File: src/rtl/stopwatch_timebase.sv
`default_nettype none
// +----------------------------------------------------------------------------+
// | Module      : stopwatch_timebase                                           |
// | Description : Stopwatch front end. Divides clk down to a 1 s tick, counts  |
// |               seconds 0..59 and runs the IDLE/RUNNING/PAUSED control FSM.  |
// |               Drives the downstream 0..99 minutes counter.                 |
// | Ports       : clk          - clock, all logic on rising edge               |
// |               rst_n        - synchronous reset, active low                 |
// |               start_i      - 1-cycle pulse, start or resume counting       |
// |               stop_i       - 1-cycle pulse, pause counting                 |
// |               clear_i      - 1-cycle pulse, zero everything, go to IDLE    |
// |               running_o    - high while the FSM is in RUNNING              |
// |               seconds_o    - elapsed seconds, 0..59                        |
// |               min_tick_o   - 1-cycle pulse on each 59->0 seconds wrap      |
// |               run_en_o     - enable for the minutes counter                |
// |               mins_rst_n_o - synchronous active-low reset, minutes counter |
// | Revision    : 1.0 - initial release                                        |
// +----------------------------------------------------------------------------+
module stopwatch_timebase #(
   parameter int unsigned TICKS_PER_SEC = 100_000_000
) (
   input  logic       clk,
   input  logic       rst_n,
   input  logic       start_i,
   input  logic       stop_i,
   input  logic       clear_i,
   output logic       running_o,
   output logic [5:0] seconds_o,
   output logic       min_tick_o,
   output logic       run_en_o,
   output logic       mins_rst_n_o
);

   localparam int unsigned      PRE_W     = (TICKS_PER_SEC > 1) ? $clog2(TICKS_PER_SEC) : 1;
   localparam logic [PRE_W-1:0] c_pre_max = PRE_W'(TICKS_PER_SEC - 1);
   localparam logic [PRE_W-1:0] c_pre_one = PRE_W'(1);
   localparam logic [5:0]       c_sec_max = 6'd59;

   typedef enum logic [1:0] {
      ST_IDLE    = 2'd0,
      ST_RUNNING = 2'd1,
      ST_PAUSED  = 2'd2
   } state_t;

   state_t           state_q,      state_d;
   logic [PRE_W-1:0] pre_q,        pre_d;
   logic [5:0]       sec_q,        sec_d;
   logic             min_tick_q,   min_tick_d;
   logic             run_en_q,     run_en_d;
   logic             mins_rst_n_q, mins_rst_n_d;

   logic             w_resume;
   logic             w_terminal;

   // A resume needs start without a simultaneous stop (stop outranks start).
   assign w_resume   = start_i & ~stop_i;
   assign w_terminal = (pre_q == c_pre_max);

   // ------------------------------------------------------------------------
   // Next-state / datapath
   // ------------------------------------------------------------------------
   always_comb begin
      state_d      = state_q;
      pre_d        = pre_q;
      sec_d        = sec_q;
      min_tick_d   = 1'b0;
      mins_rst_n_d = ~clear_i;

      if (clear_i) begin
         state_d = ST_IDLE;
         pre_d   = '0;
         sec_d   = 6'd0;
      end else begin
         unique case (state_q)
            ST_IDLE: begin
               pre_d = '0;
               sec_d = 6'd0;
               if (w_resume) begin
                  state_d = ST_RUNNING;
               end
            end

            ST_RUNNING: begin
               // Counting is decided by the current state, so a stop on a
               // terminal-count edge still takes that edge's increment/tick.
               if (stop_i) begin
                  state_d = ST_PAUSED;
               end
               if (w_terminal) begin
                  pre_d = '0;
                  if (sec_q >= c_sec_max) begin
                     sec_d      = 6'd0;
                     min_tick_d = 1'b1;
                  end else begin
                     sec_d = sec_q + 6'd1;
                  end
               end else begin
                  pre_d = pre_q + c_pre_one;
               end
            end

            ST_PAUSED: begin
               // Prescaler and seconds hold, preserving the partial second.
               if (w_resume) begin
                  state_d = ST_RUNNING;
               end
            end

            default: begin
               state_d = ST_IDLE;
               pre_d   = '0;
               sec_d   = 6'd0;
            end
         endcase
      end

      // Registered with min_tick so a tick coinciding with a stop still
      // sees the enable high in the same cycle downstream.
      run_en_d = (state_d == ST_RUNNING) | min_tick_d;
   end

   // ------------------------------------------------------------------------
   // State registers
   // ------------------------------------------------------------------------
   always_ff @(posedge clk) begin
      if (!rst_n) begin
         state_q      <= ST_IDLE;
         pre_q        <= '0;
         sec_q        <= 6'd0;
         min_tick_q   <= 1'b0;
         run_en_q     <= 1'b0;
         mins_rst_n_q <= 1'b0;
      end else begin
         state_q      <= state_d;
         pre_q        <= pre_d;
         sec_q        <= sec_d;
         min_tick_q   <= min_tick_d;
         run_en_q     <= run_en_d;
         mins_rst_n_q <= mins_rst_n_d;
      end
   end

   assign running_o    = (state_q == ST_RUNNING);
   assign seconds_o    = sec_q;
   assign min_tick_o   = min_tick_q;
   assign run_en_o     = run_en_q;
   assign mins_rst_n_o = mins_rst_n_q;

endmodule
`default_nettype wire

File: config.mk
export PLATFORM = sky130hd
export DESIGN_NAME = stopwatch_timebase
export DESIGN_NICKNAME = d
export VERILOG_FILES = /design/src/rtl/stopwatch_timebase.sv
export SDC_FILE = /design/constraint.sdc
export NUM_CORES = 1
export LEC_CHECK = 0
export ABC_AREA = 1
export ABC_CLOCK_PERIOD_IN_PS = 1900
export CORE_UTILIZATION = 59
export CTS_CLUSTER_DIAMETER = 100
export DETAILED_ROUTE_END_ITERATION = 10
export MAX_ROUTING_LAYER = met4
export PLACE_DENSITY = 0.8
export RECOVER_POWER = 50
export REMOVE_ABC_BUFFERS = 1
export SYNTH_ARGS = -nofsm -noshare
export SYNTH_HDL_FRONTEND = slang
export SYNTH_SLANG_ARGS = --single-unit
export TNS_END_PERCENT = 50
File: constraint.sdc
create_clock -name clk -period 1.9 [get_ports clk]
set_input_delay 0.38 -clock clk [delete_from_list [all_inputs] [get_ports clk]]
set_output_delay 0.38 -clock clk [all_outputs]
set_load 0.01 [all_outputs]
Word-level counts from Yosys, hierarchy flattened --
Cells that the tools add are included.
Cells by class: add/subtract/negate cells 2, magnitude comparators 1, equality and inequality tests 5, muxes and demuxes 13, bitwise operators 6, reduce and logical (&&, ||, !) cells 4
Operator list (number):
- one-hot mux 27 bit (2 select lines) | 1
- adder 27 x 1 -> 27 bit (second input constant) | 1
- == test 27 bit (second input constant) | 1
- two-way mux 27 bit | 1
- two-way mux 6 bit | 2
- one-hot mux 6 bit (2 select lines) | 1
- adder 6 x 1 -> 6 bit (second input constant) | 1
- greater-or-equal comparator 6 bit (second input constant) | 1
- two-way mux 2 bit | 3
- == test 2 x 1 -> 1 bit (second input constant) | 2
- two-way mux 1 bit | 4
- NOT 1 bit | 4
- one-hot mux 2 bit (2 select lines) | 1
- OR reduction 2 bit | 2
- == test 2 bit (second input constant) | 1
- logical NOT 2 bit | 1
- != test 2 x 1 -> 1 bit (second input constant) | 1
- AND reduction 2 bit | 1
- AND 1 bit | 1
- bitwise OR 1 bit | 1
Storage, ports and cells: flip-flop bits (word level) 38, input port bits 5

Longest topological paths before layout --
depth after elaboration 7, gate-level depth with buffers 12

Least setup slack after synthesis --
No wires, ideal clock.
path kind register to register, from register pre_q[0], to register sec_q[0] (netlist: seconds_o[0]), setup time 0.114 ns, data arrival time 1.369 ns, required time 1.786 ns, slack 0.417 ns, stages on the path, launching flop included 11, buffers on the path 0, period minus slack after synthesis 1.483 ns, path through dfxtp_1 > ha_1 > nand3_1 > inv_1 > nand2_2 > nor2_2 > nand2_2 > nand2_4 > nand2_4 > a21oi_1 > nor2_1
On the way: word-level cells in the longest chain between the ends 3
RTL lines:
- from (decl) | RTL line 46 | logic [PRE_W-1:0] pre_q, pre_d;
- from (signal assigned) | RTL line 135 | pre_q <= pre_d;
- == test 27 bit | RTL line 57 | assign w_terminal = (pre_q == c_pre_max);
- != test 2 x 1 -> 1 bit (no source line)
- AND reduction 2 bit (no source line)
- to (signal assigned) | RTL line 129 | sec_q <= 6'd0;
- to (signal assigned) | RTL line 136 | sec_q <= sec_d;
- to (decl) | RTL line 47 | logic [5:0] sec_q, sec_d;
Every way passes these cells. A chain may end at the register's enable or synchronous reset.

Final worst setup path --
from register state_q[0], to output port running_o
On the way: word-level cells in the longest chain between the ends 1
RTL lines:
- from (decl) | RTL line 45 | state_t state_q, state_d;
- from (signal assigned) | RTL line 134 | state_q <= state_d;
- == test 2 x 1 -> 1 bit | RTL line 143 | assign running_o = (state_q == ST_RUNNING);
- to (decl) | RTL line 27 | output logic running_o,
Every way passes these cells.

==> metrics.txt <==
sequential cell area fraction in the yosys report 0.336; number of max-cap violations 0; Pre-antenna DRT Iters 4; share of layout cells above drive strength 1 0.107; total global-route track usage 0.319; Worst Setup Slack, final 0.0934 ns; total power after layout 1.47 mW; Min-Delay Endpoint pre_q[24]; hold wc startpoint pre_q[24]; FF-to-FF path depth 11; Layout fillers 330; Gate Count Post-Synth 364; Floorplan Core Area 0.00366 mm²; switching pwr 0.355 mW; clock tree from TritonCTS yes; worst path required time 1.52 ns; Fin Hold WS 0.494 ns; placer's final routability congestion estimate 0.965; Worst-Margin Slew 0.590 ns; total inserted antenna cells 0; Setup-failing EPs final 0; Place WS 0.0927 ns; headroom to the max-slew limit 0.607; first-pass GRT wire length 9720 µm; clock root buffer sky130_fd_sc_hd__clkbuf_8; average wire length per cell after detail routing 13.1 µm; number of nets in the final layout 399; PD cells 560 mW/mm²; final WL 5770 µm; number of port buffers 14; area occupied by registers 761 µm²; antenna violations before repair 0; startpoint type of the worst setup path flip-flop; pin count of the biggest net entering global routing 19; final worst path period share 0.951; critical-path maximum fanout 4; TritonCTS sink count 38; achievable clock frequency 0.554 GHz; DRT iter0 DRCs 235; maximum level of the CTS H-tree 2; number of stages on the worst hold path 2; cell area after synthesis 0.00226 mm²; reg2reg end pre_q[20]; fin cells 441; number of routed nets with antenna violations 0; effective utilization at floorplan 0.619; RSZ-0062 raised after global routing false; total instance count after detailed placement 433; Hold Fails Final Rpt 0; height of the die 64.0 µm; number of rows created at floorplan 22; num ports 15; clock insertion delay at the later pin of the skew report 0.30 ns; average cell area after synthesis 6.22 µm²; number of storage elements in the synthesis netlist 38; via count of the first global-routing pass 2188; VDD IR max 491 µV; class of the most critical setup path flip-flop to output port; area used by multi-input combinational logic 0.00133 mm²; class of the most critical hold timing path flip-flop to flip-flop; share of total power in the clock network 0.410; detailed placement HPWL 4390 µm; Leak Pwr 0.921 nW; Logic pwr share 0.045; worst r2r src pre_q[1]; count of vias placed by the detailed router 2382; status completed; CTS clock-pin slew for the worst setup and hold paths 0.08 ns; crit end category output port; fraction of power spent switching nets 0.241; total of warnings raised by yosys 0; final worst clock skew 0.0103 ns; GRT overflow 0; die area 0.00409 mm²; number of CTS-inserted buffers 5; number of vias per cell after detailed routing 5.40; die width 64.0 µm; drt drc 0; maximum clock path buffer count 2; Int Pwr 1.12 mW; Final TNS setup 0 ns; synthesis-to-finish area growth 16.0%; number of distinct library cells after synthesis 28; reg-to-reg setup timing slack 0.13 ns; shortest clock period the worst path allows after layout 1.81 ns; critical path data arrival time 1.43 ns; final number of max-transition violations 0; power share of the sequential group 0.545
==> registers in the layout (all words and copies together), names as in the netlist <==
| register | cells |
|---|---|
| state_q | 2 |
| seconds_o | 6 |
| pre_q | 27 |
| min_tick_o | 1 |
| run_en_o | 1 |
| mins_rst_n_o | 1 |
==> stage by stage <==
stage,util,cell area [µm²]
2_1_floorplan,-,2230
3_3_place_gp,0.692,2530
3_5_place_dp,0.692,2530
4_1_cts,0.718,2630
5_1_grt,0.717,2630
6_report,0.717,2630
==> layout by cell type, fill, tap and decap left out <==
cell type / netlist / layout
sky130_fd_sc_hd__nand2_4: 3 / 3
sky130_fd_sc_hd__and2_1: 2 / 2
sky130_fd_sc_hd__o22ai_1: 1 / 1
sky130_fd_sc_hd__nand2_2: 5 / 5
sky130_fd_sc_hd__clkinv_1: 1 / 1
sky130_fd_sc_hd__nand3b_1: 2 / 2
sky130_fd_sc_hd__nor2_4: 0 / 2
sky130_fd_sc_hd__clkdlybuf4s50_1: 0 / 4
sky130_fd_sc_hd__and3_1: 1 / 1
sky130_fd_sc_hd__o21ai_0: 5 / 5
sky130_fd_sc_hd__nand4_1: 8 / 8
sky130_fd_sc_hd__nand2_1: 103 / 103
sky130_fd_sc_hd__buf_4: 2 / 11
sky130_fd_sc_hd__clkinvlp_4: 0 / 1
sky130_fd_sc_hd__nor2_1: 58 / 58
sky130_fd_sc_hd__clkbuf_1: 2 / 3
sky130_fd_sc_hd__inv_1: 35 / 35
sky130_fd_sc_hd__inv_2: 3 / 3
sky130_fd_sc_hd__o21ai_1: 3 / 3
sky130_fd_sc_hd__clkbuf_8: 0 / 6
sky130_fd_sc_hd__ha_1: 2 / 2
sky130_fd_sc_hd__a31o_2: 1 / 1
sky130_fd_sc_hd__dlygate4sd3_1: 0 / 10
sky130_fd_sc_hd__dfxtp_1: 38 / 38
sky130_fd_sc_hd__xnor2_1: 2 / 2
sky130_fd_sc_hd__nor3_1: 8 / 8
sky130_fd_sc_hd__a211oi_1: 1 / 1
sky130_fd_sc_hd__nand3_1: 32 / 32
sky130_fd_sc_hd__xor2_1: 7 / 7
sky130_fd_sc_hd__clkinv_2: 0 / 1
sky130_fd_sc_hd__nor2_2: 10 / 8
sky130_fd_sc_hd__a21oi_1: 25 / 25
sky130_fd_sc_hd__nor3b_2: 1 / 1
==> kinds of logic (layout without fill, tap and decap cells) <==
family	count (synthesis)	after routing	synth area share
AOI/OAI and AO/OA	36	36	0.0829
xor gates and xnor gates	9	9	0.0348
adders and majority gates	2	2	0.0110
buffers and inverters	46	75	0.0812
DFF	38	38	0.336
and+or+nand+nor	233	233	0.454
==> how the worst max path moves through the flow <==
stage,depth (start not counted),slack [ns],from,endpoint
2_1_floorplan,6,0.31,rst_n,pre_q[20]
3_3_place_gp,8,0.11,pre_q[0],pre_q[22]
3_5_place_dp,8,0.09,pre_q[0],pre_q[14]
4_1_cts,3,0.04,state_q[0],running_o
5_1_grt,12,0.02,pre_q[1],seconds_o[0]
6_report,3,0.09,state_q[0],running_o
==> cell usage after synthesis <==
| cell type | number | area, µm² |
|---|---|---|
| sky130_fd_sc_hd__ha_1 | 2 | 25.0 |
| sky130_fd_sc_hd__nand4_1 | 8 | 50.1 |
| sky130_fd_sc_hd__clkbuf_1 | 2 | 7.51 |
| sky130_fd_sc_hd__nor2_2 | 10 | 62.6 |
| sky130_fd_sc_hd__buf_2 | 3 | 15.0 |
| sky130_fd_sc_hd__nand2_1 | 103 | 387 |
| sky130_fd_sc_hd__buf_4 | 2 | 15.0 |
| sky130_fd_sc_hd__nor3b_2 | 1 | 12.5 |
| sky130_fd_sc_hd__a21oi_1 | 25 | 125 |
| sky130_fd_sc_hd__nand3_1 | 32 | 160 |
| sky130_fd_sc_hd__and3_1 | 1 | 6.26 |
| sky130_fd_sc_hd__a31o_2 | 1 | 8.76 |
| sky130_fd_sc_hd__dfxtp_1 | 38 | 761 |
| sky130_fd_sc_hd__nand2_4 | 3 | 33.8 |
| sky130_fd_sc_hd__xor2_1 | 7 | 61.3 |
| sky130_fd_sc_hd__inv_2 | 3 | 11.3 |
| sky130_fd_sc_hd__and2_1 | 2 | 12.5 |
| sky130_fd_sc_hd__nand2_2 | 5 | 31.3 |
| sky130_fd_sc_hd__clkinv_1 | 1 | 3.75 |
| sky130_fd_sc_hd__nand3b_1 | 2 | 15.0 |
| sky130_fd_sc_hd__o21ai_1 | 3 | 15.0 |
| sky130_fd_sc_hd__nor3_1 | 8 | 40.0 |
| sky130_fd_sc_hd__o22ai_1 | 1 | 6.26 |
| sky130_fd_sc_hd__a211oi_1 | 1 | 7.51 |
| sky130_fd_sc_hd__xnor2_1 | 2 | 17.5 |
| sky130_fd_sc_hd__o21ai_0 | 5 | 25.0 |
| sky130_fd_sc_hd__nor2_1 | 58 | 218 |
| sky130_fd_sc_hd__inv_1 | 35 | 131 |
==> critical path, stage by stage (launching register included) <==
cell	delay, ns
sky130_fd_sc_hd__dfxtp_1	0.37
sky130_fd_sc_hd__inv_2	0.06
sky130_fd_sc_hd__nor2_4	0.14
sky130_fd_sc_hd__clkdlybuf4s50_1	0.56
==> what timing repair did <==
action,CTS,global route
setup buffers,0,0
hold endpoints to repair,0,0
endpoints found under the setup margin,0,12
hold buffers,0,0
gates resized for setup,0,3
==> power groups by stage <==
stage | sequential [mW] | combinational (mW) | clock (mW)
finish | 0.802 | 0.0664 | 0.603
global route | 0.803 | 0.0734 | 0.642
CTS | 0.802 | 0.0702 | 0.601
detailed placement | 0.821 | 0.0698 | 0
global placement | 0.821 | 0.0695 | 0
floorplan | 0.823 | 0.0333 | 0
==> per-layer routing <==
layer	track usage	share of wire	up-vias
met1	0.395	0.45	1083
met2	0.508	0.46	73
met4	0.122	0.016	0
met3	0.0643	0.073	10
li1	-	-	1216
met5	-	0	-
==> final cells by class <==
type,count,share of cell area
clock inverters,2,0.00476
inverters,39,0.0557
clock buffers,6,0.0314
repair buffers,28,0.0891
flip-flops and latches,38,0.290
multi-input cells,280,0.506
well taps,48,0.0229
Power figures use the tool's default switching activity.
